[src/rtl/seq_sub_32.sv]
// ---------------------------------------------------------------------------
// seq_sub_32 -- multi-cycle 32-bit two's-complement subtractor (a - b)
//
// The difference is formed as a + ~b + 1 in four 8-bit slices, least
// significant slice first, one slice per clock. The carry between slices is
// held in a register, so the longest combinational carry path is one 8-bit
// ripple rather than the full 32 bits. This suits ALU paths where a 32-bit
// single-cycle ripple does not close timing.
//
// Transaction timing:
//   E0      : accept edge (IDLE, in_valid = 1); operands captured
//   E1..E4  : slices 0..3 computed; flags registered on E4
//   after E4: out_valid = 1 until an edge with out_ready = 1
//   Minimum issue interval is 6 cycles.
//
// Build option:
//   SEQ_SUB_SATURATE_EN -- when defined, a signed overflow clamps the result
//                          to 0x80000000 (a negative) or 0x7FFFFFFF (a
//                          non-negative). borrow/overflow still report the
//                          raw condition; zero reflects the clamped value.
//                          When undefined the result wraps modulo 2^32.
//
// Ports:
//   clock      in   1   system clock, rising edge active
//   reset      in   1   asynchronous, active-high reset
//   in_valid   in   1   operands a/b present
//   in_ready   out  1   block can accept operands (IDLE only)
//   a          in   32  minuend
//   b          in   32  subtrahend
//   out_valid  out  1   result and flags valid
//   out_ready  in   1   consumer accepts the result
//   result     out  32  a - b (modulo 2^32, or clamped when saturating)
//   borrow     out  1   unsigned borrow, 1 when a < b unsigned
//   overflow   out  1   signed overflow
//   zero       out  1   result == 0
// ---------------------------------------------------------------------------
module seq_sub_32 #(
    parameter int SLICE_W    = 8,   // only 8 is supported
    parameter int NUM_SLICES = 4
) (
    input  logic                          clock,
    input  logic                          reset,
    input  logic                          in_valid,
    output logic                          in_ready,
    input  logic [SLICE_W*NUM_SLICES-1:0] a,
    input  logic [SLICE_W*NUM_SLICES-1:0] b,
    output logic                          out_valid,
    input  logic                          out_ready,
    output logic [SLICE_W*NUM_SLICES-1:0] result,
    output logic                          borrow,
    output logic                          overflow,
    output logic                          zero
);

    localparam int DATA_W = SLICE_W * NUM_SLICES;
    localparam int CNT_W  = $clog2(NUM_SLICES);

    typedef enum logic [1:0] {
        S_IDLE = 2'd0,
        S_RUN  = 2'd1,
        S_DONE = 2'd2
    } state_t;

    // -----------------------------------------------------------------------
    // State
    // -----------------------------------------------------------------------
    state_t              state_q;
    logic [CNT_W-1:0]    cnt_q;        // index of the slice computed next
    logic                carry_q;      // carry into the current slice
    logic [DATA_W-1:0]   a_q;          // captured minuend
    logic [DATA_W-1:0]   nb_q;         // captured, inverted subtrahend
    logic [DATA_W-1:0]   result_q;
    logic                borrow_q;
    logic                overflow_q;
    logic                zero_q;
    logic                out_valid_q;
    logic                in_ready_q;

    // -----------------------------------------------------------------------
    // One slice of the ripple adder, selected by the slice counter
    // -----------------------------------------------------------------------
    logic [SLICE_W-1:0]  a_slice;
    logic [SLICE_W-1:0]  nb_slice;
    logic [SLICE_W-1:0]  slice_sum;
    logic                slice_cout;
    logic                slice_cin_msb;  // carry into the slice's top bit
    logic                rip_c;
    int                  slice_lsb;

    // NOTE: every variable written in an always_comb gets a default at the
    // top, so no path can leave it unassigned and infer a latch.
    always_comb begin
        slice_lsb     = int'(cnt_q) * SLICE_W;
        a_slice       = a_q[slice_lsb +: SLICE_W];
        nb_slice      = nb_q[slice_lsb +: SLICE_W];
        slice_sum     = '0;
        slice_cin_msb = 1'b0;
        // NOTE: blocking assignments here model the ripple in order; each
        // bit must see the carry just produced by the bit below it.
        rip_c         = carry_q;
        for (int i = 0; i < SLICE_W; i++) begin
            if (i == SLICE_W - 1) begin
                slice_cin_msb = rip_c;
            end
            slice_sum[i] = a_slice[i] ^ nb_slice[i] ^ rip_c;
            rip_c        = (a_slice[i] & nb_slice[i]) |
                           (a_slice[i] & rip_c)       |
                           (nb_slice[i] & rip_c);
        end
        slice_cout = rip_c;
    end

    // -----------------------------------------------------------------------
    // Next-state values used on the final slice edge
    // -----------------------------------------------------------------------
    logic               last_slice;
    logic [CNT_W-1:0]   cnt_d;
    logic [DATA_W-1:0]  raw_d;       // full wrapped difference
    logic [DATA_W-1:0]  result_d;    // value written on the final edge
    logic               overflow_d;
    logic               borrow_d;

    always_comb begin
        last_slice = (cnt_q == CNT_W'(NUM_SLICES - 1));
        cnt_d      = cnt_q + CNT_W'(1);
        // Lower slices are already in result_q; the top slice is in flight.
        raw_d      = {slice_sum, result_q[DATA_W-SLICE_W-1:0]};
        // On the top slice, carry into / out of the top bit are bit 31's.
        overflow_d = slice_cin_msb ^ slice_cout;
        borrow_d   = ~slice_cout;
`ifdef SEQ_SUB_SATURATE_EN
        if (overflow_d) begin
            // Overflow implies opposite operand signs; a's sign picks the rail.
            result_d = a_q[DATA_W-1] ? {1'b1, {(DATA_W-1){1'b0}}}
                                     : {1'b0, {(DATA_W-1){1'b1}}};
        end else begin
            result_d = raw_d;
        end
`else
        result_d = raw_d;
`endif
    end

    // -----------------------------------------------------------------------
    // Control FSM and datapath registers
    // -----------------------------------------------------------------------
    // NOTE: sequential state uses non-blocking assignments so every register
    // samples pre-edge values, independent of statement order.
    always_ff @(posedge clock or posedge reset) begin
        if (reset) begin
            state_q     <= S_IDLE;
            cnt_q       <= '0;
            carry_q     <= 1'b0;
            // NOTE: the operand registers are reset too, so a transaction
            // cut short by reset leaves nothing behind.
            a_q         <= '0;
            nb_q        <= '0;
            result_q    <= '0;
            borrow_q    <= 1'b0;
            overflow_q  <= 1'b0;
            zero_q      <= 1'b0;
            out_valid_q <= 1'b0;
            in_ready_q  <= 1'b1;
        end else begin
            case (state_q)
                S_IDLE: begin
                    if (in_valid) begin
                        a_q        <= a;
                        nb_q       <= ~b;
                        carry_q    <= 1'b1;  // the +1 of a + ~b + 1
                        cnt_q      <= '0;
                        in_ready_q <= 1'b0;
                        state_q    <= S_RUN;
                    end
                end

                S_RUN: begin
                    carry_q <= slice_cout;
                    cnt_q   <= cnt_d;
                    if (last_slice) begin
                        result_q    <= result_d;
                        borrow_q    <= borrow_d;
                        overflow_q  <= overflow_d;
                        zero_q      <= (result_d == '0);
                        out_valid_q <= 1'b1;
                        state_q     <= S_DONE;
                    end else begin
                        result_q[slice_lsb +: SLICE_W] <= slice_sum;
                    end
                end

                S_DONE: begin
                    // in_ready stays low this cycle, so no accept can coincide
                    // with the output handshake.
                    if (out_ready) begin
                        out_valid_q <= 1'b0;
                        in_ready_q  <= 1'b1;
                        state_q     <= S_IDLE;
                    end
                end

                default: begin
                    state_q     <= S_IDLE;
                    out_valid_q <= 1'b0;
                    in_ready_q  <= 1'b1;
                end
            endcase
        end
    end

    assign in_ready  = in_ready_q;
    assign out_valid = out_valid_q;
    assign result    = result_q;
    assign borrow    = borrow_q;
    assign overflow  = overflow_q;
    assign zero      = zero_q;

endmodule
[config.mk]
export PLATFORM = sky130hd
export DESIGN_NAME = seq_sub_32
export DESIGN_NICKNAME = d
export VERILOG_FILES = /design/src/rtl/seq_sub_32.sv
export SDC_FILE = /design/constraint.sdc
export NUM_CORES = 1
export LEC_CHECK = 0
export ABC_AREA = 1
export CAP_MARGIN = 15
export CORE_ASPECT_RATIO = 0.5
export CORE_UTILIZATION = 30
export CTS_CLUSTER_DIAMETER = 80
export CTS_CLUSTER_SIZE = 40
export DETAILED_ROUTE_END_ITERATION = 8
export SLEW_MARGIN = 20
export SYNTH_ARGS = -nofsm -noshare
export SYNTH_HDL_FRONTEND = slang
export SYNTH_SLANG_ARGS = --single-unit
[constraint.sdc]
create_clock -name clock -period 6.54 [get_ports clock]
set_input_delay 1.962 -clock clock [delete_from_list [all_inputs] [get_ports clock]]
set_output_delay 1.962 -clock clock [all_outputs]
set_load 0.03 [all_outputs]
# == Yosys cells after proc, flatten, opt, wreduce, memory -nomap -nowiden ==
# Index checks and enable logic that the tools add are counted.
# op_classes
shift,4
n_eq_ne,6
muxes,16
n_reduce_logical,10
bitwise_logic,62
add_sub_neg,2
# ops
cell,n
$shiftx A32 B6 Y8,2
$neg A5 Y33,1
$shift A8 B33 Y32 const A,1
$shiftx A8 B33 Y32,1
$bwmux W32,1
$logic_not A32 Y1,1
$mux W32,1
$not A32 Y32,1
$and A1 B1 Y1,24
$xor A1 B1 Y1,17
$or A1 B1 Y1,16
$reduce_and A3 Y1,3
$mux W2,4
$reduce_and A2 Y1,4
$ne A2 B2 Y1 const B,3
$pmux W1 S3,2
$pmux W2 S3,1
$mux W1,5
$eq A2 B2 Y1 const B,2
$not A1 Y1,4
$pmux W2 S2,1
$add A2 B1 Y2 const B,1
$eq A2 B1 Y1 const B,1
$logic_not A2 Y1,1
2 further kinds,2
# totals
output_inout_bits,37
register_bits,106
in_bits,68
word_cells,112

# == Depth between registers and ports, before layout ==
# Gate-level depths: netlist of run 1.
# logic_depth
ltp_word,26
depth_mapped,20

# == Worst setup path after synthesis of run 1 ==
# No wires, ideal clock.
# synth_timing
path_type,register -> register
start,register cnt_q[1]
end,register zero_q (netlist: zero)
setup_ns,0.078
slack_ns,1.813
synth_period_minus_slack_ns,4.727
arrival_ns,4.649
stages_incl_launch_ff,20
t_required_ns,6.462
path_buffers,1
path_cell_list,dfrtp_1 inv_2 clkbuf_1 o21ai_0 o22ai_1 fa_1 inv_1 fa_1 fa_1 fa_1 fa_1 fa_1 fa_1 fa_1 nand2_1 inv_1 nand2_1 nor2_1 nand3_1 o21bai_1
# synth_between
elab_chain_cells,24
word_cells_on_any_way,56
# synth_rtl
item,line_no,text
"start, declared",68,logic [CNT_W-1:0] cnt_q;
"start signal, assigned",179,cnt_q <= cnt_d;
"$shiftx A32 B6 Y8, on equally long branches","94, 95",
"$and A1 B1 Y1, on equally long branches","106, 107",
$or A1 B1 Y1,106,rip_c = (a_slice[i] & nb_slice[i]) |
$or A1 B1 Y1,107,(a_slice[i] & rip_c) |
$and A1 B1 Y1,107,
$or A1 B1 Y1,106,
$or A1 B1 Y1,107,
$and A1 B1 Y1,107,
(+8 left out),n/a,
$and A1 B1 Y1,107,
$or A1 B1 Y1,106,
$or A1 B1 Y1,107,
$and A1 B1 Y1,107,
$or A1 B1 Y1,106,
$or A1 B1 Y1,107,
$xor A1 B1 Y1,105,slice_sum[i] = a_slice[i] ^ nb_slice[i] ^ rip_c;
$logic_not A32 Y1,184,zero_q <= (result_d == '0);
"end signal, assigned",184,
"end, declared",75,logic zero_q;
# Several ways; a longest one is shown, not always the timed one.
# A chain may end at the register's enable or synchronous reset.

# == Worst setup path in the final report of run 1 ==
# Same ends and word-level chain as after synthesis.

==> qor.txt, run 1 <==
CLOCK NETWORK
--------------------------------------------------------------------------------
Later-pin clock latency in the skew report ........................      0.35 ns
CTS HTree Levels ..................................................            3
# clock sinks .....................................................          106
Clk buf depth .....................................................            2
Post-CTS Setup Repair Bufs ........................................            0
CTS tree ..........................................................        built
Clk pin slew, worst setup/hold paths ..............................      0.07 ns
Clock tree root buffer cell ....................................... sky130_fd_sc_hd__clkbuf_16
Resize count post-CTS .............................................            0
CTS Hold Bufs .....................................................            0
Cts bufs inserted .................................................            9

DIE
--------------------------------------------------------------------------------
Number of top-level pins ..........................................          105
Initial cell density of the core ..................................        31.3%
Die Footprint .....................................................   0.0169 mm²
Core area .........................................................   0.0157 mm²
Die Wd ............................................................       183 µm
Number of placement rows ..........................................           32
Die Height ........................................................      92.5 µm

POWER
--------------------------------------------------------------------------------
Leakage Power .....................................................      2.97 nW
IR drop worst, VDD ................................................     0.251 mV
Power density over cell area ......................................   573 mW/mm²

ROUTING
--------------------------------------------------------------------------------
Number of nets with antenna violations after routing ..............            0
Routed vias .......................................................         4153
Detailed router's first-iteration violation count .................          387
Total wirelength of the detailed-routed design ....................      13.1 mm
Number of vias per cell after detailed routing ....................         4.61
DR DRC count ......................................................            0
Routed wire per std cell ..........................................      14.5 µm
Initial DRT Pass Iterations .......................................            5

SYNTH
--------------------------------------------------------------------------------
Synthesized area per cell .........................................     8.45 µm²
Number of warnings reported in the yosys synthesis log ............            0
Post-synth net total ..............................................          663
Ranking of synthesized cells by instance count .................... sky130_fd_sc_hd__nand2_1 (185), sky130_fd_sc_hd__dfrtp_1 (105), sky130_fd_sc_hd__o21ai_0 (85)
Post-synth EDFFs ..................................................            0
Synthesized netlist cell count ....................................          581
Leading post-synthesis cells by cell area ......................... sky130_fd_sc_hd__dfrtp_1 (54%), sky130_fd_sc_hd__nand2_1 (14%), sky130_fd_sc_hd__o21ai_0 (8.7%), sky130_fd_sc_hd__nor2_1 (4.4%), sky130_fd_sc_hd__fa_1 (3.3%)
Share of async-settable or async-resettable flops after synthesis .         100%
Biggest area consumer among synthesized cells ..................... sky130_fd_sc_hd__dfrtp_1
Number of storage elements in the synthesis netlist ...............          106
Commonest register cell after synthesis ........................... sky130_fd_sc_hd__dfrtp_1
Share of the yosys chip area belonging to registers ...............        54.1%
Top-count cell post-synth ......................................... sky130_fd_sc_hd__nand2_1
Netlist cell types ................................................           24
Syn Std Cell Area .................................................  0.00491 mm²
Area share of the leading cell type in the synthesized netlist ....        53.5%

GLOBAL ROUTE
--------------------------------------------------------------------------------
Largest net degree at the start of global routing .................           77
Total global routing overflow .....................................            0
Global Route Usage Sum ............................................        15.8%
Wire length of the first global-routing pass ......................      20.7 mm
Via count of the first global-routing pass ........................         3977
Antenna violations before repair ..................................            0

SETUP PATH
--------------------------------------------------------------------------------
Worst setup path category .........................................      reg2reg
Slowest stage cell on the critical path ........................... sky130_fd_sc_hd__fa_1
Largest fanout on the critical path ...............................           27
Worst r2r src ..................................................... cnt_q[1]$_DFFE_PP0P_
Largest stage delay on the critical path ..........................      0.59 ns
Endpoint required time on the critical path .......................      6.82 ns
Crit end category .................................................     register
Worst path buffer plus inverter count .............................            3
Most repeated library cell on the critical path ................... sky130_fd_sc_hd__fa_1
Cell breakdown of the critical path ............................... inv_2 > o21ai_0 > o22ai_1 > fa_1 > inv_1 > fa_1 > fa_1 > fa_1 > fa_1 > fa_1 > fa_1 > fa_1 > nand2_1 > inv_1 > nand2_1 > nor2_1 > nand3_1 > o21bai_1
Data arrival time of the critical path ............................      5.33 ns
Largest delay contributor family on the critical path .............  adder cells
Worst setup SP type ...............................................     register
Worst setup path startpoint ....................................... cnt_q[1]$_DFFE_PP0P_

PLACED DESIGN
--------------------------------------------------------------------------------
Post-placement cell area ..........................................  0.00615 mm²
Gp weighted congestion ............................................        0.832
Number of port buffers ............................................          104
HPWL after detailed placement .....................................      9.78 mm

TIMING
--------------------------------------------------------------------------------
Final-report max-slew violation count .............................            0
Endpoints failing setup ...........................................            0
Clock skew after layout ...........................................   0.00909 ns
Worst slew slack as a fraction of its limit .......................        36.9%
Highest Clock Rate ................................................    0.198 GHz
Shortest period the worst path allows .............................      5.06 ns
Worst-margin pin slew .............................................     0.947 ns
Final sum of negative setup slack .................................         0 ns
Final period utilization ..........................................        77.3%
Final number of hold-violating endpoints ..........................            0
Unrepaired setup endpoints after global routing ...................        false

JOB
--------------------------------------------------------------------------------
Number of maximum-capacitance constraint violations ...............            0

RUN STATUS
--------------------------------------------------------------------------------
Run status ........................................................ finished clean

LAYOUT
--------------------------------------------------------------------------------
Area Overhead vs Synth ............................................        31.5%
Final net count ...................................................          757
Post-route cell area ..............................................  0.00646 mm²
Number of diodes added for antenna fixing .........................            0
Filler cell count .................................................         1614
Share of layout cells above drive strength 1 ......................        5.00%

HOLD PATH
--------------------------------------------------------------------------------
Hold_sp ........................................................... a_q[12]$_DFFE_PP0P_
Path category of the worst min-delay check ........................      reg2reg

[per-layer routing]
layer  up-vias  track usage [%]  routed length (µm)
li1       2050                -                   -
met1      1997             23.4                6630
met2        95             23.3                5690
met3        11             3.66                 647
met4         0             3.54                 110
met5         -                0                   0
[through the flow]
stage               util (%)  hold slack (ns)  instances  setup WS, ns  power (mW)
CTS                     41.1            0.482        901          1.49        3.71
finish                  41.1            0.477        901          1.48        3.70
detailed placement      39.2            0.464        885          1.50        3.14
global placement        39.2            0.455        885          1.63        3.11
floorplan                  -            0.437        581          1.79        2.45
global route            41.1            0.509        901          1.18        3.99
[worst paths after layout]
check	end	slack (ns)	cells after the start
max	zero$_DFFE_PP0P_	1.48	18
min	a_q[12]$_DFFE_PP0P_	0.48	2
max reg2reg	zero$_DFFE_PP0P_	1.48	18
min reg2reg	a_q[12]$_DFFE_PP0P_	0.48	2
max in group asynchronous	in_ready$_DFFE_PP1P_	3.37	3
min in group asynchronous	result[0]$_DFFE_PP0P_	2.18	2
[cell type report]
cell class	count	area (µm²)	area share, %
flip-flops and latches	106	2650	41.1
repair buffers	109	1080	16.7
inverters	39	149	2.31
multi-input cells	410	1990	30.8
well taps	221	277	4.28
clock buffers	10	239	3.70
clock inverters	6	71.3	1.10
[cells in the final DEF (no fill, tap or decap)]
cell type                         count
sky130_fd_sc_hd__inv_4                1
sky130_fd_sc_hd__buf_4                5
sky130_fd_sc_hd__clkbuf_8             1
sky130_fd_sc_hd__xnor2_1              1
sky130_fd_sc_hd__o21ai_1              7
sky130_fd_sc_hd__inv_6                3
sky130_fd_sc_hd__dfrtp_1            105
sky130_fd_sc_hd__nor2_2               3
sky130_fd_sc_hd__nor2_1              58
sky130_fd_sc_hd__nand2_4              1
sky130_fd_sc_hd__a32o_1               7
sky130_fd_sc_hd__clkbuf_16            9
sky130_fd_sc_hd__a21oi_2              2
sky130_fd_sc_hd__ha_1                 6
sky130_fd_sc_hd__o22ai_1              3
sky130_fd_sc_hd__a21oi_1             22
sky130_fd_sc_hd__inv_1               35
sky130_fd_sc_hd__clkdlybuf4s50_1    104
sky130_fd_sc_hd__bufinv_16            1
sky130_fd_sc_hd__nor2_4               2
sky130_fd_sc_hd__nand2_1            185
sky130_fd_sc_hd__clkinvlp_4           2
sky130_fd_sc_hd__fa_1                 8
sky130_fd_sc_hd__inv_2                3
sky130_fd_sc_hd__o21ai_0             85
sky130_fd_sc_hd__nand3_1             19
sky130_fd_sc_hd__dfstp_2              1
sky130_fd_sc_hd__o21bai_1             1
[tightest hold or removal path, cell delays in order, from the launching register on]
cell	delay, ns
sky130_fd_sc_hd__dfrtp_1	0.35
sky130_fd_sc_hd__nand2_1	0.05
sky130_fd_sc_hd__nand2_1	0.05
[state kept, by name, indices dropped and copies added, names as in the netlist]
register / flops
a_q: 32
borrow: 1
carry_q: 1
cnt_q: 2
in_ready: 1
nb_q: 32
out_valid: 1
overflow: 1
result: 32
state_q: 2
zero: 1
[kinds of logic after synthesis]
| group | Yosys count | share of synthesized area [%] |
|---|---|---|
| flops | 106 | 54.1 |
| fa+ha+maj | 14 | 4.79 |
| simple gates | 268 | 21.6 |
| xor+xnor | 1 | 0.178 |
| compound gates | 127 | 13.9 |
| buf+inv | 65 | 5.43 |
[power by group]
group | internal, mW | leakage (nW) | switching (mW)
Combinational | 0.708 | 1.48 | 1.26
Sequential | 0.953 | 1.34 | 0.211
Clock | 0.312 | 0.146 | 0.254
Power figures use the tool's default switching activity.
==> inputs of run 2 (changes only) <==
clock period = 4.1 ns   (was 6.54 ns; I/O delays follow)
==> qor.txt, run 2 (same netlist as run 1, synthesis figures left out) <==
RUN STATUS
----------------------------------------------------------------------------
Run status .................................................... finished with violations
Violated checks ............................................... setup timing

SETUP PATH
----------------------------------------------------------------------------
Data arrival time of the critical path ........................      4.54 ns
Most repeated library cell on the critical path ............... sky130_fd_sc_hd__fa_2
Worst path buffer plus inverter count .........................            3
Slowest stage cell on the critical path ....................... sky130_fd_sc_hd__fa_1
Worst setup path category .....................................      reg2reg
Crit end category .............................................     register
Worst setup SP type ...........................................     register
Cell breakdown of the critical path ........................... buf_4 > nor2_1 > o22ai_2 > fa_2 > inv_2 > fa_2 > fa_2 > fa_2 > fa_2 > fa_2 > fa_2 > fa_1 > nand2_1 > inv_1 > nand2_1 > nor2_1 > nand3_1 > o21bai_1
Endpoint required time on the critical path ...................      4.38 ns
Largest delay contributor family on the critical path .........  adder cells
Largest fanout on the critical path ...........................            6
Largest stage delay on the critical path ......................      0.52 ns

ROUTING
----------------------------------------------------------------------------
Number of vias per cell after detailed routing ................         4.59
Routed vias ...................................................         4200
Total wirelength of the detailed-routed design ................      13.3 mm
Detailed router's first-iteration violation count .............          291
Routed wire per std cell ......................................      14.5 µm
DR DRC count ..................................................            0
Number of nets with antenna violations after routing ..........            0
Initial DRT Pass Iterations ...................................            4

TIMING
----------------------------------------------------------------------------
Final-report max-slew violation count .........................            0
Final sum of negative setup slack .............................    -0.352 ns
Highest Clock Rate ............................................    0.235 GHz
Worst path setup slack after routing ..........................    -0.157 ns
Min Hold Slack ................................................     0.477 ns
Shortest period the worst path allows .........................      4.26 ns
Unrepaired setup endpoints after global routing ...............         true
Worst slew slack as a fraction of its limit ...................        57.1%
Worst-margin pin slew .........................................     0.643 ns
Final number of hold-violating endpoints ......................            0
Endpoints failing setup .......................................            4
Final period utilization ......................................         104%
Clock skew after layout .......................................   0.00948 ns

DIE
----------------------------------------------------------------------------
Die Height ....................................................      92.5 µm
Die Footprint .................................................   0.0169 mm²
Core area .....................................................   0.0157 mm²
Initial cell density of the core ..............................        31.3%
Number of placement rows ......................................           32
Number of top-level pins ......................................          105
Die Wd ........................................................       183 µm

GLOBAL ROUTE
----------------------------------------------------------------------------
Global Route Usage Sum ........................................        16.4%
Total global routing overflow .................................            0
Top Usage Layer GRT ...........................................         met1
Antenna violations before repair ..............................            0
Met1 Track Usage GR ...........................................        24.6%
GR met2 Demand/Resource .......................................        23.9%
GRT met3 Usage ................................................        3.38%
Via count of the first global-routing pass ....................         4037
Largest net degree at the start of global routing .............           53
Wire length of the first global-routing pass ..................      21.3 mm

LAYOUT
----------------------------------------------------------------------------
Final net count ...............................................          771
Post-route cell area ..........................................  0.00661 mm²
Share of layout cells above drive strength 1 ..................        8.93%
Most common cell after layout, fill and taps aside ............ sky130_fd_sc_hd__nand2_1
Top library cells by usage in the layout, fill and taps aside . sky130_fd_sc_hd__nand2_1 (185), sky130_fd_sc_hd__clkdlybuf4s50_1 (104), sky130_fd_sc_hd__dfrtp_1 (103)
Number of diodes added for antenna fixing .....................            0
Area Overhead vs Synth ........................................        34.7%
Filler cell count .............................................         1589

PLACED DESIGN
----------------------------------------------------------------------------
Post-place setup slack ........................................    -0.213 ns
Number of port buffers ........................................          104
Gp weighted congestion ........................................        0.862
HPWL after detailed placement .................................      10.1 mm
Post-placement cell area ......................................  0.00628 mm²

CLOCK NETWORK
----------------------------------------------------------------------------
Clk buf depth .................................................            2
CTS Hold Bufs .................................................            0
# clock sinks .................................................          106
Cts bufs inserted .............................................            9
CTS tree ......................................................        built
Later-pin clock latency in the skew report ....................      0.35 ns
CTS HTree Levels ..............................................            3
Clock tree root buffer cell ................................... sky130_fd_sc_hd__clkbuf_16
Clk pin slew, worst setup/hold paths ..........................      0.07 ns

POWER
----------------------------------------------------------------------------
Power density over cell area ..................................   943 mW/mm²
Leakage Power .................................................      3.04 nW
IR drop worst, VDD ............................................     0.470 mV
Total power of the final layout ...............................      6.24 mW

JOB
----------------------------------------------------------------------------
Number of maximum-capacitance constraint violations ...........            0

HOLD PATH
----------------------------------------------------------------------------
Path category of the worst min-delay check ....................      reg2reg

run 2: cell types whose count changed in the layout (fill, tap and decap cells not counted), moves of 2 or more:
cell / before / now
sky130_fd_sc_hd__buf_4: 5 / 17
sky130_fd_sc_hd__fa_1: 8 / 1
sky130_fd_sc_hd__fa_2: 0 / 7
sky130_fd_sc_hd__o21ai_0: 85 / 81
sky130_fd_sc_hd__o21ai_1: 7 / 11
sky130_fd_sc_hd__inv_6: 3 / 0
sky130_fd_sc_hd__clkbuf_1: 0 / 2
sky130_fd_sc_hd__dfrtp_1: 105 / 103
sky130_fd_sc_hd__dfrtp_2: 0 / 2
sky130_fd_sc_hd__inv_1: 35 / 33
sky130_fd_sc_hd__nor2_1: 58 / 56
sky130_fd_sc_hd__o22ai_1: 3 / 1
sky130_fd_sc_hd__o22ai_2: 0 / 2
run 2: final timing paths:
path,endpoint,slack [ns],from,cells past startpoint
max,zero$_DFFE_PP0P_,-0.16,cnt_q[0]$_DFFE_PP0P_,18
min,a_q[12]$_DFFE_PP0P_,0.48,a_q[12]$_DFFE_PP0P_,2
max reg2reg,zero$_DFFE_PP0P_,-0.16,cnt_q[0]$_DFFE_PP0P_,18
min reg2reg,a_q[12]$_DFFE_PP0P_,0.48,a_q[12]$_DFFE_PP0P_,2
max in group asynchronous,in_ready$_DFFE_PP1P_,2.07,reset,3
min in group asynchronous,result[2]$_DFFE_PP0P_,1.31,reset,2
run 2: stage by stage:
step / util [%] / instances
detailed placement: 40.0 / 898
finish: 42.1 / 915
global placement: 40.0 / 898
CTS: 42.0 / 914
floorplan: - / 581
global route: 42.1 / 915
run 2: layout make-up:
class	instances	area [µm²]	share of cell area (%)
inverter	39	151	2.29
timing repair buffer	123	1200	18.1
clock inverter	4	51.3	0.776
tap	221	277	4.18
sequential	106	2660	40.2
multi-input combinational	410	2030	30.7
clock buffer	12	246	3.73
run 2: repair_timing:
| action | in CTS | in global routing |
|---|---|---|
| resized for setup | 6 | 4 |
| buffers inserted | 0 | 1 |
| endpoints found under the setup margin | 6 | 6 |
| pin swaps | 6 | 3 |
run 2: routing by layer:
| layer | share of wire [%] | routed length (µm) |
|---|---|---|
| met5 | 0 | 0 |
| met4 | 0.92 | 123 |
| met3 | 4.5 | 594 |
| met2 | 43 | 5750 |
| met1 | 51 | 6840 |
run 2: power by group:
group	total, mW	internal [mW]	switching [mW]
Clock	0.870	0.491	0.379
Sequential	1.86	1.52	0.336
Combinational	3.51	1.35	2.16
run 2: tightest hold or removal path: stages (launching register included):
cell and delay (ns):
sky130_fd_sc_hd__dfrtp_1 0.35, sky130_fd_sc_hd__nand2_1 0.05, sky130_fd_sc_hd__nand2_1 0.05
==> variant: new RTL, settings of run 1 <==
Change the parameter `NUM_SLICES` from 4 to 8.
--- a/src/rtl/seq_sub_32.sv
+++ b/src/rtl/seq_sub_32.sv
@@ -36,7 +36,7 @@
 // ---------------------------------------------------------------------------
 module seq_sub_32 #(
     parameter int SLICE_W    = 8,   // only 8 is supported
-    parameter int NUM_SLICES = 4
+    parameter int NUM_SLICES = 8
 ) (
     input  logic                          clock,
     input  logic                          reset,
Ports: changed (resized a, b and result); port bits go from 105 to 201. The function was not compared with the original's and may differ.
==> variant against run 1 <==
  * Design area increased by 83%
  * Power increased by 66%
  * Largest cell class unchanged
  * Synthesized cell count increased by 86%
  * Sequential cell count rose by 97
  * Clock power rose by 27%
  * Worst setup slack worse by 0.60 ns
  * Area after synthesis grew 87%
  * Routed wire length grew 110%
==> variant: results (changes against run 1) <==
| Metric | Value |
|---|---|
| Status | finished, final reports clean (unchanged) |
| Worst vdd ir | 0.287 mV (was 0.251 mV) |
| Dpl cells | 1615 (was 885) |
| Hold wc startpoint | in_ready$_DFFE_PP1P_ (was a_q[12]$_DFFE_PP0P_) |
| Critical Path Fanout Max | 28 (was 27) |
| GR met3 Demand/Resource | 0.0250 (was 0.0366) |
| Metal-1 WL | 11900 um (was 6630 um) |
| Largest net degree at the start of global routing | 204 (was 77) |
| CP arrival | 6.09 ns (was 5.33 ns) |
| Slew margin rel. | 0.340 (was 0.369) |
| Htree depth | 1 (was 3) |
| Reg2reg path depth | 19 (was 18) |
| Register area share after synthesis | 0.553 (was 0.541) |
| Reg2reg end | result[63]$_DFFE_PP0P_ (was zero$_DFFE_PP0P_) |
| Max stage delay cell, worst path | dfrtp_1 (was fa_1) |
| GR Util All Layers | 0.174 (was 0.158) |
| CTS max path bufs | 3 (was 2) |
| Reg2Reg Setup Slack | 0.89 ns (was 1.48 ns) |
| Layout cells sized above 1 | 0.0380 (was 0.0500) |
| DR WL/cell | 16.9 um (was 14.5 um) |
| Most frequent cells after synthesis | nand2_1 (353), dfrtp_1 (202), o21ai_0 (149) (was nand2_1 (185), dfrtp_1 (105), o21ai_0 (85)) |
| DP Area | 11500 um^2 (was 6150 um^2) |
| Library cells used by synthesis | 34 (was 24) |
| Met1 Track Usage GR | 0.221 (was 0.234) |
| Met2 usage | 0.313 (was 0.233) |
| DR vias | 7925 (was 4153) |
| Post-Place Setup Slack | 0.995 ns (was 1.50 ns) |
-- variant: cell count changes after synthesis, moves of 21 or more --
cell      delta
clkbuf_1    +24
dfrtp_1     +97
nand2_1    +168
nor2_1      +65
o211ai_1    +21
o21ai_0     +64
o21ai_1     +38
o22ai_1     +24
-- variant: worst max-delay path by stage --
| stage | from | endpoint | depth (start not counted) |
|---|---|---|---|
| finish | cnt_q[1]$_DFFE_PP0P_ | result[63]$_DFFE_PP0P_ | 19 |
| global route | cnt_q[1]$_DFFE_PP0P_ | result[63]$_DFFE_PP0P_ | 19 |
| CTS | cnt_q[1]$_DFFE_PP0P_ | result[63]$_DFFE_PP0P_ | 19 |
| detailed placement | cnt_q[1]$_DFFE_PP0P_ | result[63]$_DFFE_PP0P_ | 19 |
| global placement | cnt_q[1]$_DFFE_PP0P_ | result[63]$_DFFE_PP0P_ | 19 |
| floorplan | cnt_q[0]$_DFFE_PP0P_ | result[63]$_DFFE_PP0P_ | 21 |
-- variant: final cells by class --
type / count / area, um^2
Fill cell: 2913 / 17800
Sequential cell: 203 / 5080
Multi-Input combinational cell: 792 / 3740
Timing Repair Buffer: 206 / 2080
Tap cell: 391 / 489
Clock buffer: 10 / 229
Inverter: 24 / 97.6
Clock inverter: 3 / 68.8
-- variant: kinds of logic (layout without fill, tap and decap cells) --
| logic type | Yosys count | after routing | share of synthesized area |
|---|---|---|---|
| xor+xnor | 1 | 1 | 0.000953 |
| simple gates | 523 | 523 | 0.230 |
| mux | 1 | 1 | 0.00123 |
| buf+inv | 87 | 243 | 0.0410 |
| flops | 203 | 203 | 0.553 |
| fa+ha+maj | 15 | 15 | 0.0270 |
| compound gates | 252 | 252 | 0.147 |
-- variant: report_power, final --
part	switching, uW	internal (uW)	total (uW)
combinational	2160	1100	3260
clock	410	307	717
sequential	401	1780	2180
